<file path="config.mk">
export PLATFORM = sky130hd
export DESIGN_NAME = useq_ctrl
export DESIGN_NICKNAME = d
export VERILOG_FILES = /design/src/rtl/useq_pkg.sv /design/src/rtl/useq_decode.sv /design/src/rtl/useq_ctrl.sv
export SDC_FILE = /design/constraint.sdc
export NUM_CORES = 1
export LEC_CHECK = 0
export ABC_AREA = 1
export CORE_ASPECT_RATIO = 1.25
export CORE_MARGIN = 2
export CORE_UTILIZATION = 50
export CTS_BUF_LIST = sky130_fd_sc_hd__clkbuf_4
export DETAILED_ROUTE_END_ITERATION = 8
export PLACE_DENSITY = 0.93
export RECOVER_POWER = 25
export SLEW_MARGIN = 10
export SYNTH_ARGS = -nofsm -noshare
export SYNTH_HDL_FRONTEND = slang
export SYNTH_SLANG_ARGS = --single-unit
</file>
<file path="constraint.sdc">
create_clock -name clock -period 3.3 [get_ports clock]
set_clock_uncertainty 0.2 [all_clocks]
set_input_delay 0.99 -clock clock [delete_from_list [all_inputs] [get_ports clock]]
set_output_delay 0.99 -clock clock [all_outputs]
set_load 0.01 [all_outputs]
</file>
<file path="src/rtl/useq_pkg.sv">
// Shared constants for the microprogram next-address control stage:
// opcode encodings, sequencer source selects, stack depth and the
// microword pipeline layout.
package useq_pkg;

  localparam logic [3:0] OP_JZ   = 4'd0;
  localparam logic [3:0] OP_CONT = 4'd1;
  localparam logic [3:0] OP_CJP  = 4'd2;
  localparam logic [3:0] OP_CJS  = 4'd3;
  localparam logic [3:0] OP_CRTN = 4'd4;
  localparam logic [3:0] OP_LDCT = 4'd5;
  localparam logic [3:0] OP_RPCT = 4'd6;
  localparam logic [3:0] OP_LOOP = 4'd7;
  localparam logic [3:0] OP_PUSH = 4'd8;
  localparam logic [3:0] OP_LDAR = 4'd9;
  localparam logic [3:0] OP_JAR  = 4'd10;
  localparam logic [3:0] OP_WAIT = 4'd11;

  localparam logic [1:0] SRC_PC  = 2'b00;
  localparam logic [1:0] SRC_AR  = 2'b01;
  localparam logic [1:0] SRC_STK = 2'b10;
  localparam logic [1:0] SRC_D   = 2'b11;

  localparam logic [2:0] STACK_DEPTH = 3'd4;

  typedef struct packed {
    logic [3:0] op;
    logic [2:0] csel;
    logic       cpol;
    logic [7:0] cnt;
  } uword_t;

  typedef enum logic [1:0] {
    CNT_KEEP = 2'd0,
    CNT_LOAD = 2'd1,
    CNT_DEC  = 2'd2
  } cnt_act_t;

  // Select 0 is a constant-true condition; selects 1..7 pick flags[sel-1].
  function automatic logic sel_cond(input logic [2:0] csel, input logic cpol,
                                    input logic [6:0] flags);
    logic [7:0] ext;
    ext = {flags, 1'b1};
    return ext[csel] ^ cpol;
  endfunction

endpackage

</file>
<file path="src/rtl/useq_decode.sv">
// Combinational decode: registered opcode, live condition and counter
// state -> sequencer slice controls and counter action. Stall overrides.
module useq_decode
  import useq_pkg::*;
(
  input  logic [3:0] op_i,
  input  logic       cond_i,
  input  logic       cnt_nz_i,
  input  logic       hold_i,
  output logic [1:0] src_o,
  output logic       fe_n_o,
  output logic       pup_o,
  output logic       re_n_o,
  output logic       zero_n_o,
  output logic       cin_o,
  output cnt_act_t   cnt_act_o
);

  // Opcode decode with defaults first; a stall freezes the address (cin=0).
  always_comb begin
    src_o     = SRC_PC;
    fe_n_o    = 1'b1;
    pup_o     = 1'b0;
    re_n_o    = 1'b1;
    zero_n_o  = 1'b1;
    cin_o     = 1'b1;
    cnt_act_o = CNT_KEEP;
    if (hold_i) begin
      cin_o = 1'b0;
    end else begin
      case (op_i)
        OP_JZ:   zero_n_o = 1'b0;
        OP_CONT: ;
        OP_CJP:  if (cond_i) src_o = SRC_D;
        OP_CJS:  if (cond_i) begin
                   src_o  = SRC_D;
                   fe_n_o = 1'b0;
                   pup_o  = 1'b1;
                 end
        OP_CRTN: if (cond_i) begin
                   src_o  = SRC_STK;
                   fe_n_o = 1'b0;
                 end
        OP_LDCT: cnt_act_o = CNT_LOAD;
        OP_RPCT: if (cnt_nz_i) begin
                   src_o     = SRC_D;
                   cnt_act_o = CNT_DEC;
                 end
        OP_LOOP: if (!cond_i) src_o = SRC_STK;
                 else         fe_n_o = 1'b0;
        OP_PUSH: begin
                   fe_n_o = 1'b0;
                   pup_o  = 1'b1;
                   if (cond_i) cnt_act_o = CNT_LOAD;
                 end
        OP_LDAR: re_n_o = 1'b0;
        OP_JAR:  src_o = SRC_AR;
        OP_WAIT: if (!cond_i) cin_o = 1'b0;
        default: ;
      endcase
    end
  end

endmodule

</file>
<file path="src/rtl/useq_ctrl.sv">
// Microprogram next-address control stage: microword pipeline register,
// 8-bit loop counter and sequencer control outputs.
// Optional stack-depth monitor enabled by defining USEQ_STACK_CHECK_EN.
module useq_ctrl
  import useq_pkg::*;
(
  input  logic       clock,
  input  logic       reset_n,
  input  logic       hold,
  input  logic [3:0] u_op,
  input  logic [2:0] u_csel,
  input  logic       u_cpol,
  input  logic [7:0] u_cnt,
  input  logic [6:0] flags,
  output logic       s1,
  output logic       s0,
  output logic       fe_n,
  output logic       pup,
  output logic       re_n,
  output logic       zero_n,
  output logic       cin,
  output logic       cnt_zero,
  output logic       stack_err
);

  uword_t     word_q, word_d;
  logic [7:0] cnt_q, cnt_d;
  logic       cond;
  logic [1:0] src;
  cnt_act_t   cnt_act;

  assign cond = sel_cond(word_q.csel, word_q.cpol, flags);

  useq_decode u_decode (
    .op_i      (word_q.op),
    .cond_i    (cond),
    .cnt_nz_i  (cnt_q != 8'd0),
    .hold_i    (hold),
    .src_o     (src),
    .fe_n_o    (fe_n),
    .pup_o     (pup),
    .re_n_o    (re_n),
    .zero_n_o  (zero_n),
    .cin_o     (cin),
    .cnt_act_o (cnt_act)
  );

  assign {s1, s0} = src;
  assign cnt_zero = (cnt_q == 8'd0);

  // Next microword and counter value; the decode already suppresses
  // counter actions during a stall, and RPCT never decrements past 0.
  always_comb begin
    word_d = hold ? word_q : '{op: u_op, csel: u_csel, cpol: u_cpol, cnt: u_cnt};
    cnt_d  = cnt_q;
    case (cnt_act)
      CNT_LOAD: cnt_d = word_q.cnt;
      CNT_DEC:  cnt_d = cnt_q - 8'd1;
      default:  cnt_d = cnt_q;
    endcase
  end

  // Pipeline register and loop counter; reset leaves a JZ in the pipe.
  always_ff @(posedge clock) begin
    if (!reset_n) begin
      word_q <= '{op: OP_JZ, csel: 3'd0, cpol: 1'b0, cnt: 8'd0};
      cnt_q  <= 8'd0;
    end else begin
      word_q <= word_d;
      cnt_q  <= cnt_d;
    end
  end

`ifdef USEQ_STACK_CHECK_EN
  logic [2:0] depth_q, depth_d;
  logic       err_q, err_d;

  // Track issued pushes/pops (fe_n is already high while stalled);
  // depth saturates and any overflow/underflow latches the error.
  always_comb begin
    depth_d = depth_q;
    err_d   = err_q;
    if (!fe_n) begin
      if (pup) begin
        if (depth_q == STACK_DEPTH) err_d = 1'b1;
        else                        depth_d = depth_q + 3'd1;
      end else begin
        if (depth_q == 3'd0) err_d = 1'b1;
        else                 depth_d = depth_q - 3'd1;
      end
    end
  end

  // Depth and sticky error registers.
  always_ff @(posedge clock) begin
    if (!reset_n) begin
      depth_q <= 3'd0;
      err_q   <= 1'b0;
    end else begin
      depth_q <= depth_d;
      err_q   <= err_d;
    end
  end

  assign stack_err = err_q;
`else
  assign stack_err = 1'b0;
`endif

endmodule

</file>
* Word level (Yosys, flattened, before mapping) *
Index checks and enable logic that the tools add are counted.

word-level totals
  output and inout port bits = 9
  input bits = 26
  bits in registers = 24
  logic and storage cells = 51

operators by class
  equal/unequal tests = 12
  $lt $le $gt $ge = 1
  bitwise operators = 1
  $add $sub $neg = 1
  multiplexer cells = 25
  reductions and logical operators = 6

operators by type and width
  kind                 number
  $eq 4x3->1 const B   4
  $eq 4x4->1 const B   4
  $pmux 8 s2           1
  $mux 2               7
  $mux 1               12
  $pmux 2 s5           1
  $eq 4x2->1 const B   2
  $logic_not 8->1      1
  $reduce_bool 8->1    1
  $sub 8x1->8 const B  1
  $pmux 2 s3           1
  $logic_not 4->1      1
  $lt 3x4->1 const B   1
  $pmux 1 s2           2
  $bmux 1 s3           1
  $reduce_or 3->1      1
  $eq 2x1->1 const B   1
  $eq 2x2->1 const B   1
  $reduce_bool 2->1    1
  $reduce_or 2->1      1
  $xor 1x1->1          1

* Logic depth before layout (Yosys ltp) *
  depth in word-level cells = 8
  gate-level depth with buffers = 17
  gate-level depth less buffers = 16

* Hierarchy *
Synthesis repeated with hierarchy kept, for this count alone.

second synthesis, totals
  cells, all modules = 213
  area total of the unflattened synthesis = 1,373.8 um^2

by module, submodules not included
  module       cells an instance  times used  sequential area each (um^2)  area each (um^2)
  useq_ctrl    171                1           480.5                        1,174.9
  useq_decode  42                 1           0.0                          198.9

* Worst setup path after synthesis *
OpenSTA, ideal clock, no wires.

  path type = input-to-output
  start point = input port flags[0]
  end point = output port pup
  stages = 6
  setup slack = 367 ps
  arrival time = 1,743 ps
  data required time = 2,110 ps
  buffers on the path = 0
  cell sequence = nand3b_1 nand2_2 nand2_4 nand3_2 nand3_2 o21ai_0

on the way
  cells in the longest elaborated chain, start to end = 6

ends and longest elaborated chain
  item                          RTL line           RTL
  from (decl)                   useq_ctrl.sv:14    input logic [6:0] flags,
  $bmux 1 s3                    useq_pkg.sv:44     return ext[csel] ^ cpol;
  $mux 1 (implied by the code)  useq_pkg.sv:44
  $xor 1x1->1                   useq_pkg.sv:44
  $mux 1                        useq_decode.sv:35  OP_CJS: if (cond_i) begin
  $pmux 1 s2                    useq_decode.sv:31  case (op_i)
  $mux 1                        useq_decode.sv:28  if (hold_i) begin
  to (decl)                     useq_ctrl.sv:18    output logic pup,

Every way passes these cells. The select of a mux whose other input is x is not followed.

* Worst setup path after layout *
  start point = input port flags[5]
  end point = output port s1

on the way
  cells in the longest elaborated chain, start to end = 6
  elaborated cells on any way between the ends = 8
  those cells by class = 7 x mux; 1 x bitwise

ends and longest elaborated chain
  item                            RTL line           RTL
  $bmux 1 s3 *                    useq_pkg.sv:44
  $mux 1 (implied by the code) *  useq_pkg.sv:44
  $xor 1x1->1 *                   useq_pkg.sv:44
  $mux 2 (on tied branches)       --
  $pmux 2 s5 *                    useq_decode.sv:31
  $mux 2 *                        useq_decode.sv:28
  to (decl)                       useq_ctrl.sv:15    output logic s1,

Mark *: on every way between the ends. The rest lies on a longest branch, timed or not. The select of a mux whose other input is x is not followed.

==> impl_results.md <==
* Status: complete, no violations
* CORE AREA at 0.002654 mm^2
* Fin area at 0.001857 mm^2
* Total Wirelength at 3.494 mm
* Largest cells by area after synthesis: dfxtp_1 35%, o21ai_0 9.0%, nand2_1 8.1%, a21oi_1 7.5%, inv_1 7.0%
* Gr usage total at 23.54%
* Worst Tran Pin Value at ~0.65 ns
* Total Nets Final at 275
* Initial core utilization at 52.48%
* HP Class: flip-flop to flip-flop
* Top-area cell type share of the netlist area at approximately 35%
* DP HPWL at between 2 and 3 mm
* R2R Path End: cnt_q[3]$_SDFFE_PN0P_
* Critical Path End Type: output pin
* TritonCTS Buffers at 3
* Residual DRC at 0
* Ant. Diodes at 0
* Crit-path cells: dlygate4sd2_1 > nand2_1 > nand3_2 > nand2_2 > nand2_4 > nand2_4 > nand2_1 > nand3_1 > nand2_1 > nor2_1 > nor2_1 > buf_2
* Crit-path max FO at 3
* DR iter-0 viols at 22
* Gr ovfl total at 0
* Cts hold-fix bufs at 0
* Antenna violations before repair at 0
* Cell count after synthesis at 203
* Yosys Warn Count at 0
* Placed cell areas at 0.001809 mm^2
* Internal power at 0.4455 mW
* Hold Crit Endpoint: word_q[4]$_SDFFE_PN0N_
* Setup tns final at 0 ns
* Seq pwr share at just over 50%
* Syn Area/Cell at 6.860 um^2
* Die W at 51.21 um
* Worst slew margin at 56.38%
* Critical path required time at 2.11 ns
* Drt pass-1 iters at 4
* Depth of the most critical reg-to-reg path at 17
* Root Buffer: clkbuf_4
* Comb pwr share at between 30% and 40%
* Final hold violation count at 0
* Clk sinks at 24
* Routed via count at 1495
* Maximum clock rate at 304.4 MHz
* First-pass GRT wire length at 5.892 mm
* Switch Pwr at 0.1960 mW
* Site Rows at 21
* Post-synthesis net count at 232
* Routed wire length per instance at 12.57 um
* TritonCTS clock tree: yes
* Top-count cell post-synth: nand2_1
* Avg Vias per Cell at 5.378
* Die area at 0.003226 mm^2
* RSZ-0062 raised after global routing: true
* Element type at the critical path start: primary input
* Switching share of power at about 31%
* CP Class: primary input to output pin
* CP most frequent cell: nand2_1
* Clock Power Share at 19.0%
* VDD IR max at 0.0002081 V
* Period utilisation layout at 99.54%
* R2R setup slack at slightly above 0.6 ns
* MaxCap Viol Count at 0
* Top FF cell, synth: dfxtp_1
* Share of layout cells above drive strength 1 at 16.39%
* Pwr Total at 0.6415 mW
* Post-synth design cell area at 0.001393 mm^2
* Io pins at 35
* Critical path's largest stage delay at 0.23 ns
* Clock slew at reported path FFs at 0.11 ns
* Top post-synthesis cells by count: 30 x nand2_1, 26 x inv_1, 25 x o21ai_0
* Number of synthesized flops with an enable pin at 0
* Slowest CP cell: dlygate4sd2_1
* Pin count of the biggest net entering global routing at 26
* Clk buf depth at 2
* Minimum clock period at 3.285 ns
* Top cell type by total area after synthesis: dfxtp_1
* Flops & latches, synth at 24
* Worst hold slack at 0.2775 ns
* Clk_lat worst skew at 0.31 ns
* Number of global-route vias before repair at 1431
* WP data arrival at 2.09 ns
* Final number of setup-violating endpoints at 0
* Post-route ant nets at 0
* Leakage at around 0.84 nW
* Reg2reg start: word_q[9]$_SDFFE_PN0N_
* Yosys cell types at 32
* Final Util at 69.97%
* Hold depth at 2
* Die Y at 63.01 um
* Hold_sp: word_q[4]$_SDFFE_PN0N_
* Register area share after synthesis at 34.50%
* Max Slew Vio Count at 0
* Post-synth ARST share at 0%
* PwrDens at approximately 350 mW/mm^2
* Area Overhead vs Synth at 33.33%
* RePlAce Congestion at ~0.85
* H-Tree Depth at 1
* PortBufs at 33
[flip-flops by register name (all words and copies together) (netlist names)]
signal	cells
word_q	16
cnt_q	8
[how the worst max path moves through the flow]
stage	start	end	slack [ns]
2_1_floorplan	flags[0]	pup	0.37
3_3_place_gp	flags[6]	s1	-0.53
3_5_place_dp	flags[6]	s1	-0.59
4_1_cts	flags[5]	fe_n	0.009
5_1_grt	flags[5]	s1	-0.06
6_report	flags[5]	s1	0.02
[placed cells by master, fill, tap and decap left out, types with 7 or more instances in the layout]
cell type / n
nor2_1: 24
nand2_1: 28
clkdlybuf4s50_1: 18
dfxtp_1: 24
buf_4: 14
nand3_1: 7
a21oi_1: 21
inv_1: 25
o21ai_0: 24
[per-layer routing]
layer / track usage, % / wire, um
met2: 43.18 / 1896
met4: 12.84 / 101
met3: 1.914 / 108
met1: 25.60 / 1386
met5: 0 / 0
[critical path: cells and delay by family]
kind	cells	cell delay, ns
buffers and inverters	2	0.36
AND/OR/NAND/NOR	10	0.74
[cell type report]
| class | instances | area [um^2] |
|---|---|---|
| multi-input combinational | 142 | 800.8 |
| fill | 214 | 797.0 |
| sequential | 24 | 480.5 |
| timing repair buffer | 47 | 405.4 |
| inverter | 28 | 105.1 |
| tap | 34 | 42.54 |
| clock buffer | 3 | 22.52 |
[power groups by stage]
| stage | Clock, mW | Sequential, mW | Combinational, mW |
|---|---|---|---|
| global placement | 0 | 0.329 | 0.180 |
| finish | 0.122 | 0.325 | 0.195 |
| global route | 0.141 | 0.328 | 0.219 |
| detailed placement | 0 | 0.330 | 0.186 |
| floorplan | 0 | 0.327 | 0.112 |
| CTS | 0.124 | 0.324 | 0.188 |
[metrics by stage]
| step | setup slack (ns) | std cells |
|---|---|---|
| 4_1_cts | 0.009430 | 277 |
| 6_report | 0.01518 | 278 |
| 2_1_floorplan | 0.3675 | 203 |
| 5_1_grt | -0.05817 | 278 |
| 3_5_place_dp | -0.5895 | 273 |
| 3_3_place_gp | -0.5302 | 273 |
[cell families (layout without fill, tap and decap cells)]
family	count (synthesis)	after routing	share of synthesized area [%]
AO/OA/AOI/OAI	53	53	20.13
XOR/XNOR	5	5	3.145
adder cells (fa/ha/maj)	3	3	2.696
buffers and inverters	37	78	10.87
flip-flops	24	24	34.50
other	1	1	0.2693
AND/OR/NAND/NOR	80	80	28.39
[timing repair]
action,in CTS,in global routing
endpoints found under the setup margin,7,5
gates resized for setup,34,10
cloned,0,0
pin swaps,14,11
buffers inserted,1,1
No activity file was read; power rests on OpenSTA's default activity.
